$ cat src/rtl/wb_stream_arbiter_if.sv
// Bundle of all request, response and shared-port signals of wb_stream_arbiter.
// The arbiter connects through the slave modport: it takes the stream
// controllers' requests and the memory's responses, and drives the shared
// port, the routed responses and the grant. The surrounding system
// (controllers plus memory) uses the master modport.
interface wb_stream_arbiter_if #(
  parameter int NUM_MASTERS = 2,
  parameter int WB_AW       = 32,
  parameter int WB_DW       = 32
);
  logic [NUM_MASTERS*WB_AW-1:0]     wbs_adr_i;
  logic [NUM_MASTERS*WB_DW-1:0]     wbs_dat_i;
  logic [NUM_MASTERS*WB_DW/8-1:0]   wbs_sel_i;
  logic [NUM_MASTERS-1:0]           wbs_we_i;
  logic [NUM_MASTERS-1:0]           wbs_cyc_i;
  logic [NUM_MASTERS-1:0]           wbs_stb_i;
  logic [NUM_MASTERS*3-1:0]         wbs_cti_i;
  logic [NUM_MASTERS*2-1:0]         wbs_bte_i;
  logic [WB_DW-1:0]                 wbs_dat_o;
  logic [NUM_MASTERS-1:0]           wbs_ack_o;
  logic [NUM_MASTERS-1:0]           wbs_err_o;
  logic [NUM_MASTERS-1:0]           wbs_rty_o;

  logic [WB_AW-1:0]                 wbm_adr_o;
  logic [WB_DW-1:0]                 wbm_dat_o;
  logic [WB_DW/8-1:0]               wbm_sel_o;
  logic                             wbm_we_o;
  logic                             wbm_cyc_o;
  logic                             wbm_stb_o;
  logic [2:0]                       wbm_cti_o;
  logic [1:0]                       wbm_bte_o;
  logic [WB_DW-1:0]                 wbm_dat_i;
  logic                             wbm_ack_i;
  logic                             wbm_err_i;
  logic                             wbm_rty_i;

  logic [NUM_MASTERS-1:0]           grant_o;

  modport slave (
    input  wbs_adr_i, wbs_dat_i, wbs_sel_i, wbs_we_i, wbs_cyc_i, wbs_stb_i,
    input  wbs_cti_i, wbs_bte_i,
    output wbs_dat_o, wbs_ack_o, wbs_err_o, wbs_rty_o,
    output wbm_adr_o, wbm_dat_o, wbm_sel_o, wbm_we_o, wbm_cyc_o, wbm_stb_o,
    output wbm_cti_o, wbm_bte_o,
    input  wbm_dat_i, wbm_ack_i, wbm_err_i, wbm_rty_i,
    output grant_o
  );

  modport master (
    output wbs_adr_i, wbs_dat_i, wbs_sel_i, wbs_we_i, wbs_cyc_i, wbs_stb_i,
    output wbs_cti_i, wbs_bte_i,
    input  wbs_dat_o, wbs_ack_o, wbs_err_o, wbs_rty_o,
    input  wbm_adr_o, wbm_dat_o, wbm_sel_o, wbm_we_o, wbm_cyc_o, wbm_stb_o,
    input  wbm_cti_o, wbm_bte_o,
    output wbm_dat_i, wbm_ack_i, wbm_err_i, wbm_rty_i,
    input  grant_o
  );
endinterface

$ cat src/rtl/wb_stream_arbiter.sv
// Round-robin Wishbone B3 arbiter: NUM_MASTERS stream controllers share one
// master port. A grant lasts for the whole cyc of the winner, so bursts are
// never split, and an optional watchdog aborts a slave that stalls too long.
//
// state   | meaning
// S_IDLE  | no owner; shared port idle; pick next requester round-robin
// S_GRANT | owner's signals passed through, responses routed to owner only
// S_ABORT | watchdog fired; shared port forced idle until owner drops cyc
module wb_stream_arbiter #(
  parameter int NUM_MASTERS = 2,
  parameter int WB_AW       = 32,
  parameter int WB_DW       = 32,
  parameter int TIMEOUT     = 0
) (
  input logic               wb_clk_i,
  input logic               wb_rst_n_i,
  wb_stream_arbiter_if.slave bus
);
  localparam int IW = (NUM_MASTERS > 1) ? $clog2(NUM_MASTERS) : 1;
  localparam int SW = WB_DW / 8;
  localparam int CW = (TIMEOUT > 0) ? $clog2(TIMEOUT + 1) : 1;

  typedef enum logic [1:0] {S_IDLE, S_GRANT, S_ABORT} state_t;

  state_t                 state;
  logic [IW-1:0]          grant_idx;
  logic [IW-1:0]          last_idx;
  logic [NUM_MASTERS-1:0] grant_q;
  logic [CW-1:0]          wd_cnt;

  logic [IW-1:0]          winner;
  logic                   rr_found;
  int                     rr_cand;
  logic                   any_req;
  logic                   g_cyc;
  logic                   g_stb;
  logic                   slv_resp;
  logic                   wd_hit;
  logic                   fwd;

  logic [WB_AW-1:0]       m_adr [NUM_MASTERS];
  logic [WB_DW-1:0]       m_dat [NUM_MASTERS];
  logic [SW-1:0]          m_sel [NUM_MASTERS];
  logic [2:0]             m_cti [NUM_MASTERS];
  logic [1:0]             m_bte [NUM_MASTERS];

  for (genvar g = 0; g < NUM_MASTERS; g++) begin : g_unpack
    assign m_adr[g] = bus.wbs_adr_i[g*WB_AW +: WB_AW];
    assign m_dat[g] = bus.wbs_dat_i[g*WB_DW +: WB_DW];
    assign m_sel[g] = bus.wbs_sel_i[g*SW +: SW];
    assign m_cti[g] = bus.wbs_cti_i[g*3 +: 3];
    assign m_bte[g] = bus.wbs_bte_i[g*2 +: 2];
  end

  assign any_req  = |bus.wbs_cyc_i;
  assign g_cyc    = bus.wbs_cyc_i[grant_idx];
  assign g_stb    = bus.wbs_stb_i[grant_idx];
  assign slv_resp = bus.wbm_ack_i | bus.wbm_err_i | bus.wbm_rty_i;
  // Reset is gated in so nothing leaks out while wb_rst_n_i is held low.
  assign fwd      = wb_rst_n_i && (state == S_GRANT);

  // The abort fires on the stalled cycle that completes TIMEOUT; a slave
  // response arriving in that same cycle takes precedence.
  if (TIMEOUT > 0) begin : g_wd
    assign wd_hit = (state == S_GRANT) && g_stb && !slv_resp &&
                    (wd_cnt == CW'(TIMEOUT - 1));
  end else begin : g_no_wd
    assign wd_hit = 1'b0;
  end

  // Round-robin search: first requester after the last winner, with wrap.
  always_comb begin
    winner   = last_idx;
    rr_found = 1'b0;
    rr_cand  = 0;
    for (int k = 1; k <= NUM_MASTERS; k++) begin
      rr_cand = (int'(last_idx) + k) % NUM_MASTERS;
      if (!rr_found && bus.wbs_cyc_i[IW'(rr_cand)]) begin
        winner   = IW'(rr_cand);
        rr_found = 1'b1;
      end
    end
  end

  // Arbitration FSM with grant bookkeeping and stall watchdog.
  always_ff @(posedge wb_clk_i) begin
    if (!wb_rst_n_i) begin
      state     <= S_IDLE;
      grant_idx <= '0;
      last_idx  <= IW'(NUM_MASTERS - 1);
      grant_q   <= '0;
      wd_cnt    <= '0;
    end else begin
      case (state)
        S_IDLE: begin
          wd_cnt <= '0;
          if (any_req) begin
            grant_idx <= winner;
            last_idx  <= winner;
            grant_q   <= NUM_MASTERS'(1) << winner;
            state     <= S_GRANT;
          end
        end
        S_GRANT: begin
          if (!g_cyc) begin
            state   <= S_IDLE;
            grant_q <= '0;
            wd_cnt  <= '0;
          end else if (wd_hit) begin
            state  <= S_ABORT;
            wd_cnt <= '0;
          end else if (!g_stb || slv_resp || (TIMEOUT == 0)) begin
            wd_cnt <= '0;
          end else begin
            wd_cnt <= wd_cnt + CW'(1);
          end
        end
        S_ABORT: begin
          wd_cnt <= '0;
          if (!g_cyc) begin
            state   <= S_IDLE;
            grant_q <= '0;
          end
        end
        default: begin
          state   <= S_IDLE;
          grant_q <= '0;
          wd_cnt  <= '0;
        end
      endcase
    end
  end

  // Shared-port mux and response routing; everything idles outside S_GRANT.
  always_comb begin
    bus.wbm_adr_o = '0;
    bus.wbm_dat_o = '0;
    bus.wbm_sel_o = '0;
    bus.wbm_we_o  = 1'b0;
    bus.wbm_cyc_o = 1'b0;
    bus.wbm_stb_o = 1'b0;
    bus.wbm_cti_o = 3'b000;
    bus.wbm_bte_o = 2'b00;
    bus.wbs_ack_o = '0;
    bus.wbs_err_o = '0;
    bus.wbs_rty_o = '0;
    if (fwd) begin
      bus.wbm_adr_o = m_adr[grant_idx];
      bus.wbm_dat_o = m_dat[grant_idx];
      bus.wbm_sel_o = m_sel[grant_idx];
      bus.wbm_we_o  = bus.wbs_we_i[grant_idx];
      bus.wbm_cyc_o = g_cyc;
      bus.wbm_stb_o = g_stb;
      bus.wbm_cti_o = m_cti[grant_idx];
      bus.wbm_bte_o = m_bte[grant_idx];
      bus.wbs_ack_o[grant_idx] = bus.wbm_ack_i;
      bus.wbs_err_o[grant_idx] = bus.wbm_err_i | wd_hit;
      bus.wbs_rty_o[grant_idx] = bus.wbm_rty_i;
    end
  end

  assign bus.wbs_dat_o = bus.wbm_dat_i;
  assign bus.grant_o   = wb_rst_n_i ? grant_q : '0;
endmodule

$ cat src/flat_wrapper.sv
// flat-port wrapper written by rule: the top's interface ports become plain ports
module wb_stream_arbiter_flat 
#(
  parameter int NUM_MASTERS = 2,
  parameter int WB_AW       = 32,
  parameter int WB_DW       = 32,
  parameter int TIMEOUT     = 0
)
  (wb_clk_i, wb_rst_n_i, bus_wbs_adr_i, bus_wbs_dat_i, bus_wbs_sel_i, bus_wbs_we_i, bus_wbs_cyc_i, bus_wbs_stb_i, bus_wbs_cti_i, bus_wbs_bte_i, bus_wbs_dat_o, bus_wbs_ack_o, bus_wbs_err_o, bus_wbs_rty_o, bus_wbm_adr_o, bus_wbm_dat_o, bus_wbm_sel_o, bus_wbm_we_o, bus_wbm_cyc_o, bus_wbm_stb_o, bus_wbm_cti_o, bus_wbm_bte_o, bus_wbm_dat_i, bus_wbm_ack_i, bus_wbm_err_i, bus_wbm_rty_i, bus_grant_o);
  wb_stream_arbiter_if #(.NUM_MASTERS(NUM_MASTERS), .WB_AW(WB_AW), .WB_DW(WB_DW)) bus_i ();
  input logic wb_clk_i;
  input logic wb_rst_n_i;
  input wire logic [$bits(bus_i.wbs_adr_i)-1:0] bus_wbs_adr_i;
  input wire logic [$bits(bus_i.wbs_dat_i)-1:0] bus_wbs_dat_i;
  input wire logic [$bits(bus_i.wbs_sel_i)-1:0] bus_wbs_sel_i;
  input wire logic [$bits(bus_i.wbs_we_i)-1:0] bus_wbs_we_i;
  input wire logic [$bits(bus_i.wbs_cyc_i)-1:0] bus_wbs_cyc_i;
  input wire logic [$bits(bus_i.wbs_stb_i)-1:0] bus_wbs_stb_i;
  input wire logic [$bits(bus_i.wbs_cti_i)-1:0] bus_wbs_cti_i;
  input wire logic [$bits(bus_i.wbs_bte_i)-1:0] bus_wbs_bte_i;
  output wire logic [$bits(bus_i.wbs_dat_o)-1:0] bus_wbs_dat_o;
  output wire logic [$bits(bus_i.wbs_ack_o)-1:0] bus_wbs_ack_o;
  output wire logic [$bits(bus_i.wbs_err_o)-1:0] bus_wbs_err_o;
  output wire logic [$bits(bus_i.wbs_rty_o)-1:0] bus_wbs_rty_o;
  output wire logic [$bits(bus_i.wbm_adr_o)-1:0] bus_wbm_adr_o;
  output wire logic [$bits(bus_i.wbm_dat_o)-1:0] bus_wbm_dat_o;
  output wire logic [$bits(bus_i.wbm_sel_o)-1:0] bus_wbm_sel_o;
  output wire logic [$bits(bus_i.wbm_we_o)-1:0] bus_wbm_we_o;
  output wire logic [$bits(bus_i.wbm_cyc_o)-1:0] bus_wbm_cyc_o;
  output wire logic [$bits(bus_i.wbm_stb_o)-1:0] bus_wbm_stb_o;
  output wire logic [$bits(bus_i.wbm_cti_o)-1:0] bus_wbm_cti_o;
  output wire logic [$bits(bus_i.wbm_bte_o)-1:0] bus_wbm_bte_o;
  input wire logic [$bits(bus_i.wbm_dat_i)-1:0] bus_wbm_dat_i;
  input wire logic [$bits(bus_i.wbm_ack_i)-1:0] bus_wbm_ack_i;
  input wire logic [$bits(bus_i.wbm_err_i)-1:0] bus_wbm_err_i;
  input wire logic [$bits(bus_i.wbm_rty_i)-1:0] bus_wbm_rty_i;
  output wire logic [$bits(bus_i.grant_o)-1:0] bus_grant_o;
  assign bus_i.wbs_adr_i = bus_wbs_adr_i;
  assign bus_i.wbs_dat_i = bus_wbs_dat_i;
  assign bus_i.wbs_sel_i = bus_wbs_sel_i;
  assign bus_i.wbs_we_i = bus_wbs_we_i;
  assign bus_i.wbs_cyc_i = bus_wbs_cyc_i;
  assign bus_i.wbs_stb_i = bus_wbs_stb_i;
  assign bus_i.wbs_cti_i = bus_wbs_cti_i;
  assign bus_i.wbs_bte_i = bus_wbs_bte_i;
  assign bus_wbs_dat_o = bus_i.wbs_dat_o;
  assign bus_wbs_ack_o = bus_i.wbs_ack_o;
  assign bus_wbs_err_o = bus_i.wbs_err_o;
  assign bus_wbs_rty_o = bus_i.wbs_rty_o;
  assign bus_wbm_adr_o = bus_i.wbm_adr_o;
  assign bus_wbm_dat_o = bus_i.wbm_dat_o;
  assign bus_wbm_sel_o = bus_i.wbm_sel_o;
  assign bus_wbm_we_o = bus_i.wbm_we_o;
  assign bus_wbm_cyc_o = bus_i.wbm_cyc_o;
  assign bus_wbm_stb_o = bus_i.wbm_stb_o;
  assign bus_wbm_cti_o = bus_i.wbm_cti_o;
  assign bus_wbm_bte_o = bus_i.wbm_bte_o;
  assign bus_i.wbm_dat_i = bus_wbm_dat_i;
  assign bus_i.wbm_ack_i = bus_wbm_ack_i;
  assign bus_i.wbm_err_i = bus_wbm_err_i;
  assign bus_i.wbm_rty_i = bus_wbm_rty_i;
  assign bus_grant_o = bus_i.grant_o;
  wb_stream_arbiter #(.NUM_MASTERS(NUM_MASTERS), .WB_AW(WB_AW), .WB_DW(WB_DW), .TIMEOUT(TIMEOUT)) u_core (.wb_clk_i(wb_clk_i), .wb_rst_n_i(wb_rst_n_i), .bus(bus_i));
endmodule
$ cat config.mk
export PLATFORM = sky130hd
export DESIGN_NAME = wb_stream_arbiter_flat
export DESIGN_NICKNAME = d
export VERILOG_FILES = /design/src/rtl/wb_stream_arbiter_if.sv /design/src/rtl/wb_stream_arbiter.sv /design/src/flat_wrapper.sv
export SDC_FILE = /design/constraint.sdc
export NUM_CORES = 1
export LEC_CHECK = 0
export CORE_AREA = 2 2 118 120
export DETAILED_ROUTE_END_ITERATION = 8
export DIE_AREA = 0 0 120 122
export SLEW_MARGIN = 20
export SYNTH_ARGS = -nofsm -noshare
export SYNTH_HDL_FRONTEND = slang
export SYNTH_SLANG_ARGS = --single-unit
$ cat constraint.sdc
create_clock -name wb_clk_i -period 1.4 [get_ports wb_clk_i]
set_input_delay 0.14 -clock wb_clk_i [delete_from_list [all_inputs] [get_ports wb_clk_i]]
set_output_delay 0.14 -clock wb_clk_i [all_outputs]
set_load 0.1 [all_outputs]
# Word-level counts from Yosys, hierarchy flattened
# Index checks and enable logic that the tools add are counted.
# totals
inputBits	189
ff_bits	6
wordCells	76
out_inout_bits	116
# classes
bitwise	4
order_cmp	5
n_addsub	2
n_shift	1
eq_ne	4
reduce_logical	9
mux	47
# ops
cell	count
$mux W32	8
$mux W2	11
$mux W1	17
$mux W4	4
$mux W3	4
$pmux W2 S2	2
$and A2 B2 Y2	3
$lt A1 B3 Y1 const B	2
$reduce_and A2 Y1	2
$reduce_or A2 Y1	2
$logic_and A1 B1 Y1	3
$add A1 B1 Y1 const B	2
$eq A2 B1 Y1 const B	1
$eq A2 B2 Y1 const B	1
$ge A2 B2 Y1 const B	1
$logic_not A2 Y1	1
$lt A1 B2 Y1 const B	1
$ne A2 B1 Y1 const B	1
$ne A2 B2 Y1 const B	1
$not A1 Y2	1
$shl A1 B1 Y2 const A	1
$demux W1 S1	1
$ge A1 B1 Y1 const B	1
$logic_not A1 Y1	1

# Logic depth before layout (Yosys ltp)
# Gate-level depths: netlist of the first run.
# depth
ltp_word	11
depth_mapped	5
depth_no_buf	3

# Worst setup path after synthesis of the first run
# No wires, ideal clock.
# synth_path
kind	register -> output
start	reg u_core.state[0]
end	out bus_wbs_ack_o[0]
arrival_ps	2890
path_stages_with_launch	5
path_buffers	2
setup_slack_ps	-1630
required_time_ps	1260
path_cell_list	dfxtp_1 buf_4 nand2_2 buf_4 nor3b_1
# synth_between
elab_chain_len	3
# synth_lines
element	line	source
from (decl)	wb_stream_arbiter.sv:25	state_t state;
from (signal assigned)	wb_stream_arbiter.sv:88	state <= S_IDLE;
from (signal assigned)	wb_stream_arbiter.sv:101	state <= S_GRANT;
from (signal assigned)	wb_stream_arbiter.sv:106	state <= S_IDLE;
$eq A2 B1 Y1	wb_stream_arbiter.sv:60	assign fwd = wb_rst_n_i && (state == S_GRANT);
$logic_and A1 B1 Y1	wb_stream_arbiter.sv:60	
$mux W2	wb_stream_arbiter.sv:147	if (fwd) begin
to (decl)	flat_wrapper.sv:22	output wire logic [$bits(bus_i.wbs_ack_o)-1:0] bus_wbs_ack_o;
# No other way between the ends.

# Worst setup path in the final report of the first run
# layout_path
start	reg u_core.grant_idx
end	out bus_wbm_adr_o[25]
# layout_between
elab_chain_len	5
# layout_lines
element	line	source
from (decl)	wb_stream_arbiter.sv:26	logic [IW-1:0] grant_idx;
from (signal assigned)	wb_stream_arbiter.sv:98	grant_idx <= winner;
$not A1 Y2 (not written as such)	wb_stream_arbiter.sv:148	bus.wbm_adr_o = m_adr[grant_idx];
$mux W32 (not written as such) (3 in a row)	wb_stream_arbiter.sv:148	
$mux W32	wb_stream_arbiter.sv:147	
to (decl)	flat_wrapper.sv:25	output wire logic [$bits(bus_i.wbm_adr_o)-1:0] bus_wbm_adr_o;
# No other way between the ends. The select of a mux whose other input is x is not followed.

==> results of run 1 <==
==> synth_stat cells <==
cell      instances  area (µm²)
nor3b_1           4        30.0
nand2_1           3        11.3
buf_12            7         140
buf_2             1        5.00
and3_1            3        18.8
inv_2             1        3.75
a21oi_1           2        10.0
o21bai_1          1        7.51
and2_1            1        6.26
inv_1             3        11.3
nor2_1           78         293
dfxtp_1           5         100
a31oi_1           2        12.5
and2b_1           1        7.51
nor3_1            1        5.00
o32ai_1           1        8.76
nand2_2           1        6.26
mux2i_1          75         751
nand3_1           1        5.00
nor2b_1           2        12.5
clkbuf_1          6        22.5
o21ai_1           1        5.00
buf_4            34         255
or3_4             1        11.3
buf_6             2        22.5
o21ai_0           3        15.0
mux2_2            1        11.3
==> how the worst max path moves through the flow <==
| stage | end | slack, ns | depth (start not counted) |
|---|---|---|---|
| floorplan | bus_wbm_adr_o[11] | -0.72 | 4 |
| global placement | bus_wbs_err_o[1] | -0.23 | 6 |
| detailed placement | bus_wbm_dat_o[9] | -0.25 | 5 |
| CTS | bus_wbm_adr_o[25] | -0.21 | 5 |
| global route | bus_wbm_dat_o[5] | -0.24 | 5 |
| finish | bus_wbm_adr_o[25] | -0.17 | 5 |
==> through the flow <==
step | instance area [µm²] | TNS (ns) | hold slack [ns] | util | setup WS (ns)
floorplan | 1990 | -41.97 | 0.212 | - | -0.721
global placement | 5220 | -13.22 | 0.281 | 0.387 | -0.232
detailed placement | 5220 | -14.91 | 0.281 | 0.387 | -0.252
CTS | 5840 | -11.68 | 0.281 | 0.432 | -0.212
global route | 5980 | -15.00 | 0.280 | 0.443 | -0.244
finish | 5980 | -10.56 | 0.280 | 0.443 | -0.170
==> layout make-up <==
type	instances	area, µm²	area share
repair buffers	285	3790	0.634
multi-input cells	182	1760	0.295
well taps	180	225	0.0377
flip-flops and latches	5	108	0.0180
clock buffers	3	75.1	0.0126
inverters	4	15.0	0.00251
clock inverters	1	5.00	0.000838
==> power by group <==
part / internal [mW] / switching (mW) / leakage (nW)
combinational: 1.30 / 1.37 / 2.10
sequential: 0.156 / 0.0179 / 0.0426
clock: 0.374 / 0.106 / 0.0409
==> routing by layer <==
layer | track usage | wire length [µm] | part of all wire | vias up
li1 | - | - | - | 1259
met1 | 0.115 | 3230 | 0.33 | 1153
met2 | 0.249 | 5390 | 0.55 | 162
met3 | 0.0393 | 1060 | 0.11 | 10
met4 | 0.0235 | 103 | 0.011 | 0
met5 | 0 | 0 | 0 | -
==> logic make-up (layout without fill, tap and decap cells) <==
logic type,after synthesis,count (layout),share of synthesized area
buf+inv,54,293,0.258
compound gates,10,10,0.0329
mux,76,76,0.426
flops,5,5,0.0560
simple gates,96,96,0.227
==> registers in the layout (all words and copies together) (netlist names) <==
name	cells
u_core.grant_q	2
u_core.grant_idx	1
u_core.last_idx	1
u_core.state	1
==> placed cells by master, fill, tap and decap left out, types with 2 or more instances in the layout <==
master / count
nor2_2: 20
clkbuf_16: 4
a21oi_1: 2
nor2_1: 41
buf_6: 8
mux2i_2: 5
inv_1: 3
nor3b_4: 3
a31oi_1: 2
buf_16: 3
dfxtp_1: 3
nand2_1: 3
clkdlybuf4s50_1: 154
and3_2: 3
o21ai_0: 3
dfxtp_4: 2
mux2i_1: 48
buf_12: 92
buf_4: 25
dlygate4sd2_1: 2
mux2i_4: 22
nor2_4: 17
==> timing repair <==
action	CTS	global route
pin swaps	14	8
buffers inserted	17	2
gates cloned	2	1
hold buffers	0	0
hold endpoints to repair	0	0
endpoints found under the setup margin	82	82
resized for setup	63	21
==> run metrics, run 1 <==
port buffer count 240; Synth Area per Inst 7.42 µm²; Ant. Diodes 0; Remaining DRCs 0; CP max FO 14; worst skew pair latency 0.23 ns; Worst Max-Slew Pin Slew 0.269 ns; via count 2584; Clock Skews 0.00422 ns; Starting Density 0.132; die area 14600 µm²; Tot Pwr 3.32 mW; Mapped Area 1790 µm²; Seq/Total Area, Yosys 0.0560; P_leak 2.19 nW; Critical Path Source u_core.grant_idx$_SDFFE_PN0P_; synth unique cells 27; ANT nets after route 0; first-pass GRT wire length 14100 µm; GPL Wtd Cong 0.762; Max VDD drop 307 µV; area delta synth->final 234%; clock sinks 5; CTS buffer count 3; Avg Vias per Cell 3.92; GR Overflow Total 0; CTS HTree Levels 1; RSZ-0062 raised after global routing yes; Cell Rows 43; largest delay contributor family on the critical path buffers and inverters; Max Cap Viol 0; Final Non-Filler Cells 660; HP Start bus_wbm_dat_i[1]; area of the core 13500 µm²; cell count after placement 634; Post-DP HPWL 7870 µm; R2R cell count 6; Crit-path slowest cell dfxtp_4; Worst-path clk slew 0.04 ns; initial antenna violation count 0; status finished with violations; crit-path cells buf_12 > buf_12 > mux2i_4 > nor2_2 > buf_12; initial drt markers 43; layout cells sized above 1 0.438; most frequent CP cell buf_12; P per Cell Area 555 nW/µm²; Worst Hold Path EP bus_wbs_dat_o[1]; wire length per cell 14.8 µm; Final setup violation count 82; vias in the first global route 2752; shortest period the worst path allows 1.57 ns; final worst slack -0.170 ns; Mapped Nets 430; Filler cells 1236; CTS tree done; fin crit share 1.12; drt total wl 9790 µm; Max clock buf depth 2; failing checks negative setup slack; FF-to-FF End u_core.grant_idx$_SDFFE_PN0P_; crit path DAT 1.43 ns; critical path class flip-flop to primary output; Ys Warns 0; die height 122 µm; drt pass-1 iters 4; slowest stage delay, CP 0.39 ns; Reg-to-Reg Start u_core.grant_idx$_SDFFE_PN0P_; Buf+Inv Stages, Crit Path 3; Die W 120 µm; FF+latch count, synth 5; Crit. End Element primary output; CP Launch Type flip-flop; Req. time, crit path 1.26 ns; Slew headroom 0.820; Cells after Synth 241; total global-route track usage 0.121; largest net degree at the start of global routing 39; Slew Limit Fails 0; root buf cell clkbuf_16; hold depth 0; Total Nets Final 670; num ports 305; worst hold path type input pin to primary output; final hold vios 0; Fmax 637 MHz; setup slack, reg-to-reg 0.08 ns
No activity file was read; power rests on OpenSTA's default activity.
==> run 2: changes to the inputs <==
Settings changed: MAX_ROUTING_LAYER from default to met4.
==> run 2 against run 1 <==
The run still ends with negative setup slack left. Wire length shrank 0.27%. Non-clock buffer count unchanged. Sequential share of layout area stayed put. Clock skew barely moved. Global-route usage grew 0.33 points. Total power is essentially flat. Largest cell class unchanged. Largest power group unchanged.
==> run metrics, run 2 (synthesis results as in run 1) <==
status finished with violations; failing checks negative setup slack; Slew headroom 0.822 (+0.00163); Max Cap Viol 0 (unchanged); Fmax 637 MHz (about the same); crit-path cells buf_12 > buf_12 > mux2i_4 > nor2_2 > buf_12; drt pass-1 iters 4 (unchanged); initial drt markers 45 (+4.7%); commonest cells after routing, fill and taps aside clkdlybuf4s50_1, buf_12, mux2i_1, nor2_1, buf_4; commonest non-fill, non-tap cell in the layout clkdlybuf4s50_1; Max clock buf depth 2 (unchanged); Starting Density 0.132 (unchanged); pre-CTS setup slack -0.252 ns (unchanged); Buf+Inv Stages, Crit Path 3 (unchanged); total global-route track usage 0.124 (+0.00333); # hold bufs at CTS 0 (unchanged); shortest period the worst path allows 1.57 ns (+0.000225 ns); initial antenna violation count 0 (unchanged); num ports 305 (unchanged); root buf cell clkbuf_16; fin crit share 1.12 (about the same); final worst slack -0.170 ns (-0.000225 ns); drt total wl 9760 µm (-0.27%); CP Launch Type flip-flop; Total Nets Final 670 (unchanged); max FFs per register 2 (unchanged); final hold vios 0 (unchanged); Crit. End Element primary output; largest delay contributor family on the critical path buffers and inverters; ANT nets after route 0 (unchanged); most frequent CP cell buf_12; area of the core 13500 µm² (unchanged); worst hold path type input pin to primary output; Ant. Diodes 0 (unchanged); Cell Rows 43 (unchanged); vias in the first global route 2757 (+0.18%); CTS buffer count 3 (unchanged); clock sinks 5 (unchanged); Final setup violation count 82 (unchanged); Die W 120 µm (unchanged); CTS HTree Levels 1 (unchanged); GPL Wtd Cong 0.772 (+1.3%); Req. time, crit path 1.26 ns (about the same); cell count after placement 634 (unchanged); GR Overflow Total 0 (unchanged); wire length per cell 14.8 µm (-0.27%); layout cells sized above 1 0.438 (unchanged); die height 122 µm (unchanged); first-pass GRT wire length 14100 µm (-0.34%); Clock Skews 0.00416 ns (-0.0000693 ns); Worst Max-Slew Pin Slew 0.267 ns (-0.00245 ns); via count 2586 (+0.077%); worst skew pair latency 0.23 ns (about the same); P_leak 2.19 nW (unchanged); CTS tree done; CP max FO 14 (unchanged); RSZ-0062 raised after global routing yes; critical path class flip-flop to primary output; Crit-path slowest cell dfxtp_4; port buffer count 240 (unchanged); P per Cell Area 555 nW/µm² (about the same); Final Non-Filler Cells 660 (unchanged); Post-Layout Inst Area 5980 µm² (unchanged); Avg Vias per Cell 3.92 (about the same); crit path DAT 1.43 ns (about the same); die area 14600 µm² (unchanged); Area after DPL 5220 µm² (unchanged); Worst-path clk slew 0.04 ns (about the same); Max VDD drop 307 µV (about the same); Post-DP HPWL 7870 µm (unchanged); most flop-heavy register u_core.grant_q; slowest stage delay, CP 0.39 ns (about the same); area delta synth->final 234% (unchanged); Remaining DRCs 0 (unchanged); Slew Limit Fails 0 (unchanged); largest net degree at the start of global routing 39 (unchanged)
[run 2: per-stage QoR]
step                setup TNS, ns  hold WS, ns  utilization  power (mW)
detailed placement         -14.91        0.281        0.387        2.48
CTS                        -11.68        0.281        0.432        3.27
global placement           -13.22        0.281        0.387        2.46
floorplan                  -41.97        0.212            -        1.91
finish                     -10.57        0.280        0.443        3.32
global route               -15.00        0.280        0.443        3.44
[run 2: timing repair]
| action | CTS | global route |
|---|---|---|
| cloned | 2 | 1 |
| buffers inserted | 17 | 2 |
| resized for setup | 63 | 21 |
| hold endpoints to repair | 0 | 0 |
| setup endpoints to repair | 82 | 82 |
| pin swaps | 14 | 8 |
[run 2: layout make-up]
| cell class | count | area, µm² |
|---|---|---|
| Fill cell | 1236 | 7530 |
| Timing Repair Buffer | 285 | 3790 |
| Multi-Input combinational cell | 182 | 1760 |
| Tap cell | 180 | 225 |
| Sequential cell | 5 | 108 |
| Clock buffer | 3 | 75.1 |
| Inverter | 4 | 15.0 |
| Clock inverter | 1 | 5.00 |
[run 2: metal layers]
metal	GRT usage	vias to the layer above	wire, µm
met5	-	-	0
met4	0.0257	0	126
met3	0.0365	12	1010
met2	0.248	164	5370
met1	0.117	1151	3250
li1	-	1259	-
[run 2: where the power goes]
part	leakage [nW]	internal [mW]	switching [mW]
Combinational	2.10	1.30	1.37
Sequential	0.0426	0.156	0.0177
Clock	0.0409	0.374	0.107
[run 2: worst paths after layout]
kind / startpoint / endpoint / slack (ns) / cells after the start
setup reg to reg: u_core.grant_idx$_SDFFE_PN0P_ / u_core.grant_idx$_SDFFE_PN0P_ / 0.08 / 6
setup / recovery: u_core.grant_idx$_SDFFE_PN0P_ / bus_wbm_adr_o[25] / -0.17 / 5
hold reg to reg: u_core.grant_q[0]$_SDFFE_PN0P_ / u_core.grant_q[0]$_SDFFE_PN0P_ / 0.51 / 2
hold / removal: bus_wbm_dat_i[1] / bus_wbs_dat_o[1] / 0.28 / 0
[run 2: worst register-to-register path, delay by kind of cell (launching register included)]
kind	cells	cell delay (ns)
buffers and inverters	4	0.54
flip-flops	1	0.37
AO/OA/AOI/OAI	2	0.29
==> run 3: changes to the inputs <==
Settings changed: CTS_CLUSTER_SIZE from default to 12.
==> results of run 3 <==
The final DEF is identical to that of run 2; final timing and power are the same.
